### src/rtl/inp.sv
// inp -- UART block input unit.
// Receives 8N1 bytes on rx, packs the low six bits of five consecutive bytes
// into one 30-bit word (first byte in [29:24]) and hands each word to memory
// with a request/store handshake, BLOCK_WORDS words per block starting at the
// address given with start.  A start arriving while a block is in service is
// queued and chains directly onto the end of the current block.
// Optional feature macro: INP_FRAME_CHECK_EN -- when defined, a frame whose
// stop bit samples low is discarded and raises err.
module inp #(
   parameter int CLKS_PER_BIT = 104,
   parameter int BLOCK_WORDS  = 16
) (
   input  logic        clk,
   input  logic        reset,
   input  logic        start,
   input  logic [11:0] addressin,
   input  logic        rx,
   output logic [29:0] out,
   output logic [11:0] addressout,
   output logic        request,
   input  logic        store,
   output logic        stop,
   output logic        err
);

   localparam int CW         = $clog2(CLKS_PER_BIT);
   localparam int HALF       = CLKS_PER_BIT / 2;
   // A frame holds at most nine high bits in a row, so ten bit-times of
   // continuous idle guarantees we are between frames.
   localparam int ARM_CYCLES = 10 * CLKS_PER_BIT;
   localparam int AW         = $clog2(ARM_CYCLES + 1);

   localparam logic [1:0] S_IDLE  = 2'd0;
   localparam logic [1:0] S_START = 2'd1;
   localparam logic [1:0] S_DATA  = 2'd2;
   localparam logic [1:0] S_STOP  = 2'd3;

   // ---------------------------------------------------------------- receiver
   logic          rx_s1, rx_s2, rx_prev;
   logic          armed;
   logic [AW-1:0] idle_cnt;
   logic [1:0]    state;
   logic [CW-1:0] clk_cnt;
   logic [2:0]    bit_idx;
   logic [7:0]    shreg;
   logic          rx_done;
   logic [5:0]    rx_byte;
   logic          frame_bad;
   logic          fall;

   assign fall = armed & rx_prev & ~rx_s2;

   // Two-flop synchronizer plus one delayed copy for falling-edge detection.
   always_ff @(posedge clk or posedge reset) begin
      if (reset) begin
         rx_s1   <= 1'b1;
         rx_s2   <= 1'b1;
         rx_prev <= 1'b1;
      end else begin
         rx_s1   <= rx;
         rx_s2   <= rx_s1;
         rx_prev <= rx_s2;
      end
   end

   // After reset, hold off reception until the line has been idle long enough
   // that any frame already in flight has finished.
   always_ff @(posedge clk or posedge reset) begin
      if (reset) begin
         armed    <= 1'b0;
         idle_cnt <= '0;
      end else if (!armed) begin
         if (!rx_s2)
            idle_cnt <= '0;
         else if (idle_cnt == AW'(ARM_CYCLES - 1))
            armed <= 1'b1;
         else
            idle_cnt <= idle_cnt + 1'b1;
      end
   end

   // Bit-level FSM: mid-bit sampling, emits a one-cycle rx_done per good byte.
   always_ff @(posedge clk or posedge reset) begin
      if (reset) begin
         state     <= S_IDLE;
         clk_cnt   <= '0;
         bit_idx   <= '0;
         shreg     <= '0;
         rx_done   <= 1'b0;
         rx_byte   <= '0;
         frame_bad <= 1'b0;
      end else begin
         rx_done   <= 1'b0;
         frame_bad <= 1'b0;
         case (state)
            S_IDLE: begin
               clk_cnt <= '0;
               if (fall)
                  state <= S_START;
            end
            S_START: begin
               if (clk_cnt == CW'(HALF - 1)) begin
                  clk_cnt <= '0;
                  bit_idx <= '0;
                  // a start bit that has gone high again was only a glitch
                  state   <= rx_s2 ? S_IDLE : S_DATA;
               end else begin
                  clk_cnt <= clk_cnt + 1'b1;
               end
            end
            S_DATA: begin
               if (clk_cnt == CW'(CLKS_PER_BIT - 1)) begin
                  clk_cnt <= '0;
                  shreg   <= {rx_s2, shreg[7:1]};
                  if (bit_idx == 3'd7)
                     state <= S_STOP;
                  else
                     bit_idx <= bit_idx + 1'b1;
               end else begin
                  clk_cnt <= clk_cnt + 1'b1;
               end
            end
            default: begin
               if (clk_cnt == CW'(CLKS_PER_BIT - 1)) begin
                  clk_cnt <= '0;
                  state   <= S_IDLE;
                  rx_byte <= shreg[5:0];
`ifdef INP_FRAME_CHECK_EN
                  if (rx_s2)
                     rx_done <= 1'b1;
                  else
                     frame_bad <= 1'b1;
`else
                  rx_done <= 1'b1;
`endif
               end else begin
                  clk_cnt <= clk_cnt + 1'b1;
               end
            end
         endcase
      end
   end

   // ----------------------------------------------------------- block control
   logic        busy;
   logic [2:0]  byte_cnt;
   logic [23:0] asm_w;
   logic [4:0]  word_cnt;
   logic        qvalid;
   logic [11:0] qaddr;
   logic        word_done;
   logic        word_last;
   logic        chain;

   assign word_done = request & store;
   assign word_last = word_done & (word_cnt == 5'(BLOCK_WORDS - 1));
   // a start in the very cycle the block ends counts as queued
   assign chain     = qvalid | start;

   // Word assembly, memory handshake, block sequencing and the start queue.
   // Later assignments deliberately override earlier ones in the same cycle.
   always_ff @(posedge clk or posedge reset) begin
      if (reset) begin
         busy       <= 1'b0;
         byte_cnt   <= '0;
         asm_w      <= '0;
         word_cnt   <= '0;
         qvalid     <= 1'b0;
         qaddr      <= '0;
         out        <= '0;
         addressout <= '0;
         request    <= 1'b0;
         stop       <= 1'b0;
         err        <= 1'b0;
      end else begin
         stop <= 1'b0;

         if (busy && start) begin
            qvalid <= 1'b1;
            qaddr  <= addressin;
         end

         if (frame_bad)
            err <= 1'b1;

         if (word_done) begin
            request    <= 1'b0;
            addressout <= addressout + 12'd1;
            word_cnt   <= word_cnt + 5'd1;
         end

         // bytes arriving outside a block are simply dropped
         if (rx_done && busy) begin
            if (byte_cnt == 3'd4) begin
               byte_cnt <= '0;
               if (request && !word_done) begin
                  err <= 1'b1;
               end else begin
                  out     <= {asm_w, rx_byte};
                  request <= 1'b1;
               end
            end else begin
               asm_w    <= {asm_w[17:0], rx_byte};
               byte_cnt <= byte_cnt + 3'd1;
            end
         end

         if (word_last) begin
            if (chain) begin
               // partial assembly is kept and carries into the chained block
               addressout <= start ? addressin : qaddr;
               word_cnt   <= '0;
               stop       <= 1'b1;
               qvalid     <= 1'b0;
            end else begin
               busy     <= 1'b0;
               byte_cnt <= '0;
               request  <= 1'b0;
            end
         end

         if (!busy && start) begin
            busy       <= 1'b1;
            addressout <= addressin;
            word_cnt   <= '0;
            byte_cnt   <= '0;
            err        <= 1'b0;
            stop       <= 1'b1;
            qvalid     <= 1'b0;
         end
      end
   end

endmodule

### config.mk
export PLATFORM = sky130hd
export DESIGN_NAME = inp
export DESIGN_NICKNAME = d
export VERILOG_FILES = /design/src/rtl/inp.sv
export SDC_FILE = /design/constraint.sdc
export NUM_CORES = 1
export LEC_CHECK = 0
export CAP_MARGIN = 20
export CORE_MARGIN = 5
export CORE_UTILIZATION = 50
export CTS_CLUSTER_DIAMETER = 200
export DETAILED_ROUTE_END_ITERATION = 10
export PLACE_DENSITY = 0.76
export RECOVER_POWER = 100
export SYNTH_ARGS = -nofsm -noshare
export SYNTH_HDL_FRONTEND = slang
export SYNTH_SLANG_ARGS = --single-unit
export TNS_END_PERCENT = 50
### constraint.sdc
create_clock -name clk -period 3.6 [get_ports clk]
set_input_delay 0.36 -clock clk [delete_from_list [all_inputs] [get_ports clk]]
set_output_delay 0.36 -clock clk [all_outputs]
set_load 0.1 [all_outputs]
==> impl_metrics.toml <==
[placement]
pre_cts_slack_ns = 0.967
postPlaceCellArea_sq_um = 6560
place.port_buffers = 61
globalplace.congestion = 0.871
dp_hpwl_mm = 7.17

[synth]
synth_largest_type_area_fraction_pct = 55.9
synth.top_cells.by_area = "sky130_fd_sc_hd__dfrtp_1, sky130_fd_sc_hd__mux2_2, sky130_fd_sc_hd__xnor2_1"
synthesis.nets = 491
ys_ff_latch = 133
synth-warning-count = 0
synth_top_cells_by_count = "sky130_fd_sc_hd__dfrtp_1, sky130_fd_sc_hd__mux2_2, sky130_fd_sc_hd__nand2_1, sky130_fd_sc_hd__nor2_1"
yosys.area_share.simple_pct = 10.9
synth.most_common_cell = "sky130_fd_sc_hd__dfrtp_1"
synthesis.instances = 465
synth_area_sq_um = 5820
adder_cell_share_of_the_synthesized_area_pct = 1.93
yosysTopAreaCell = "sky130_fd_sc_hd__dfrtp_1"
synth_seq_area_share_pct = 57.2
synth_edf_count = 0
synth.lib_cells_used.distinct = 56
yosys-mux-area-fraction_pct = 16.6
async_flop_share_pct = 100
synth_xor_area_share_pct = 3.01
synth-compound-area-share_pct = 7.50
largest_family_of_logic_cells_by_synthesized_area = "multiplexers"
avgSynthCellArea_sq_um = 12.5
ys_dominant_reg_cell = "sky130_fd_sc_hd__dfrtp_1"

[layout]
final_area_sq_um = 7100
post-route-util_pct = 62.1
layout-area-overhead-vs-synth_pct = 21.9
share_of_cells_above_drive_strength_1_pct = 22.8
antenna-diode-count = 0
layout.nets = 557

[setup_path]
critical_path.cell_chain = "dlygate4sd3_1, nand2b_1, nor2b_2, clkbuf_1, mux2_2"
cpMaxStageDelayCell = "sky130_fd_sc_hd__clkbuf_1"
cp_data_arrival_time_ns = 3.15
critical_path.max_stage_delay_ns = 1.21
crit_required_ns = 3.89
timing.critical_path.to_type = "flop"
crit_buf_inv = 2
critical_path.max_fanout = 30
crit_family = "buffers and inverters"
setup.worst_path.start_class = "input pin"
criticalPathCategory = "input pin to flop"

[clock_tree]
clk_root_buffer_cell = "sky130_fd_sc_hd__clkbuf_16"
cts_tree = "done"
tritoncts.num_buffers = 17
ctsHtreeMaxLevel = 4
postCtsSetupBuffers = 0
post_cts.resized_instances = 0
holdBufCountCts = 0
num_clock_sinks = 133
clk-insertion-delay-late_ns = 0.42
cts.reportedPaths.clkPinSlew_ns = 0.05
cts_max_path_buffers = 2

[job]
max_cap_violations = 2

[timing]
post-route-worst-setup-slack_ns = 0.740
timing.setup.tns_ns = 0
number_of_hold_violations_in_the_final_report = 0
post-route-period-util_pct = 79.4
setup-violations-final = 0
hold-worst-slack_ns = 0.262
worst_slew_pin_slew_ns = 2.27
setup_repair_after_global_routing_missed_its_margin = "no"
relSlewSlack_pct = -51.3
finalWorstPathRequiredPeriod_ns = 2.86
drv_slew = 74
skew_ns = 0.00940
fmax_mhz = 350

[status]
status = "finished, violations left"
violations = "max-capacitance violations, max-slew violations"

[die]
top_level_ports = 62
floorplan.rows = 39
fp.dieH_um = 118
die_x_um = 118
die_area_sq_um = 13900
fp.coreArea_sq_um = 11400
floorplan.initialDensity_pct = 51.0

[pwr]
p_leak_nw = 3.41
vdd_drop_max_uv = 439
power_per_cell_area_nw_per_um2 = 484

[route]
drc = 0
vias = 3718
detailed_route_wl_mm = 10.4
viasPerCell = 5.42
drt_pass1_iterations = 4
drtAntennaViolNets = 0
wl_per_instance_um = 15.2
drt_iter0_drc = 227

[worst_hold_path]
min_path_type = "input pin to asynchronous set/reset pin"

[global_route]
antenna_found_initial = 0
grt_pass1_vias = 3903
global_route.usage.total_pct = 16.3
grt_remaining_overflow = 0
grt_first_pass_wirelength_mm = 18.7
grt_max_degree = 45
## power breakdown
| part | switching, mW | internal (mW) | leakage, nW |
|---|---|---|---|
| combinational | 0.141 | 0.0689 | 1.35 |
| sequential | 0.0318 | 1.53 | 1.77 |
| clock | 0.599 | 1.06 | 0.284 |
| total | 0.771 | 2.66 | 3.41 |
## routing by layer
metal | vias to the layer above | global-route usage (%) | wire length (um)
met2 | 58 | 25.4 | 5070
li1 | 1778 | - | -
met3 | 9 | 6.49 | 466
met5 | - | 0 | 0
met4 | 0 | 5.16 | 108
met1 | 1873 | 21.0 | 4800
## through the flow
step                cells  total power, mW
global route          686             3.57
finish                686             3.43
detailed placement    654             1.81
floorplan             465             1.74
CTS                   685             3.47
global placement      654             1.80
## registers in the layout, summed over array words and instances, names as in the netlist, 2 cells and up
| name | cells |
|---|---|
| out | 30 |
| asm_w | 24 |
| addressout | 12 |
| qaddr | 12 |
| idle_cnt | 11 |
| shreg | 8 |
| clk_cnt | 7 |
| rx_byte | 6 |
| word_cnt | 5 |
| bit_idx | 3 |
| byte_cnt | 3 |
| state | 2 |
## cell families (layout without fill, tap and decap cells)
kind of cell	after synthesis	after routing
compound gates	67	67
buf+inv	36	114
simple gates	114	114
mux	86	86
xor+xnor	20	20
flops	133	133
fa+ha+maj	9	9
## cell type report
class | instances | area, sq um
repair buffers | 66 | 653
clock buffers | 21 | 470
multi-input cells | 296 | 2290
clock inverters | 10 | 105
well taps | 143 | 179
inverters | 17 | 65.1
flip-flops and latches | 133 | 3330
fillers | 916 | 4320
## layout by cell type, fill, tap and decap left out, types with 3 or more instances in the layout
master and instances:
sky130_fd_sc_hd__a21o_1 5, sky130_fd_sc_hd__a21oi_1 16, sky130_fd_sc_hd__a22o_1 3, sky130_fd_sc_hd__and3_1 6, sky130_fd_sc_hd__clkbuf_1 3, sky130_fd_sc_hd__clkbuf_16 17, sky130_fd_sc_hd__clkbuf_8 3, sky130_fd_sc_hd__clkdlybuf4s50_1 12
sky130_fd_sc_hd__clkinv_2 6, sky130_fd_sc_hd__dfrtp_1 130, sky130_fd_sc_hd__dlygate4sd3_1 49, sky130_fd_sc_hd__ha_1 9, sky130_fd_sc_hd__inv_1 16, sky130_fd_sc_hd__mux2_2 83, sky130_fd_sc_hd__mux2i_1 3, sky130_fd_sc_hd__nand2_1 25
sky130_fd_sc_hd__nand2b_1 3, sky130_fd_sc_hd__nand3_1 16, sky130_fd_sc_hd__nand4_1 4, sky130_fd_sc_hd__nor2_1 25, sky130_fd_sc_hd__nor3_1 8, sky130_fd_sc_hd__nor4_1 4, sky130_fd_sc_hd__o21ai_0 14, sky130_fd_sc_hd__o22ai_1 7
sky130_fd_sc_hd__or3_1 4, sky130_fd_sc_hd__xnor2_1 15, sky130_fd_sc_hd__xor2_1 5
## worst register-to-register path, delay by kind of cell (launching register included)
family,cells,cell delay (ns)
buf+inv,2,1.28
fa+ha+maj,1,0.19
flops,1,0.41
simple gates,2,0.31
mux,1,0.45
## worst paths after layout
path                              from          end  slack, ns  cells past startpoint
setup / recovery                 store       out[1]       0.74                      5
hold / removal                   reset  word_cnt[1]       0.26                      2
setup reg to reg           byte_cnt[0]       out[1]       0.85                      6
hold reg to reg                  rx_s1        rx_s2       0.36                      0
max in group asynchronous        reset     shreg[6]       0.96                      4
min in group clk                 rx_s1        rx_s2       0.36                      0
No activity file was read; power rests on OpenSTA's default activity.
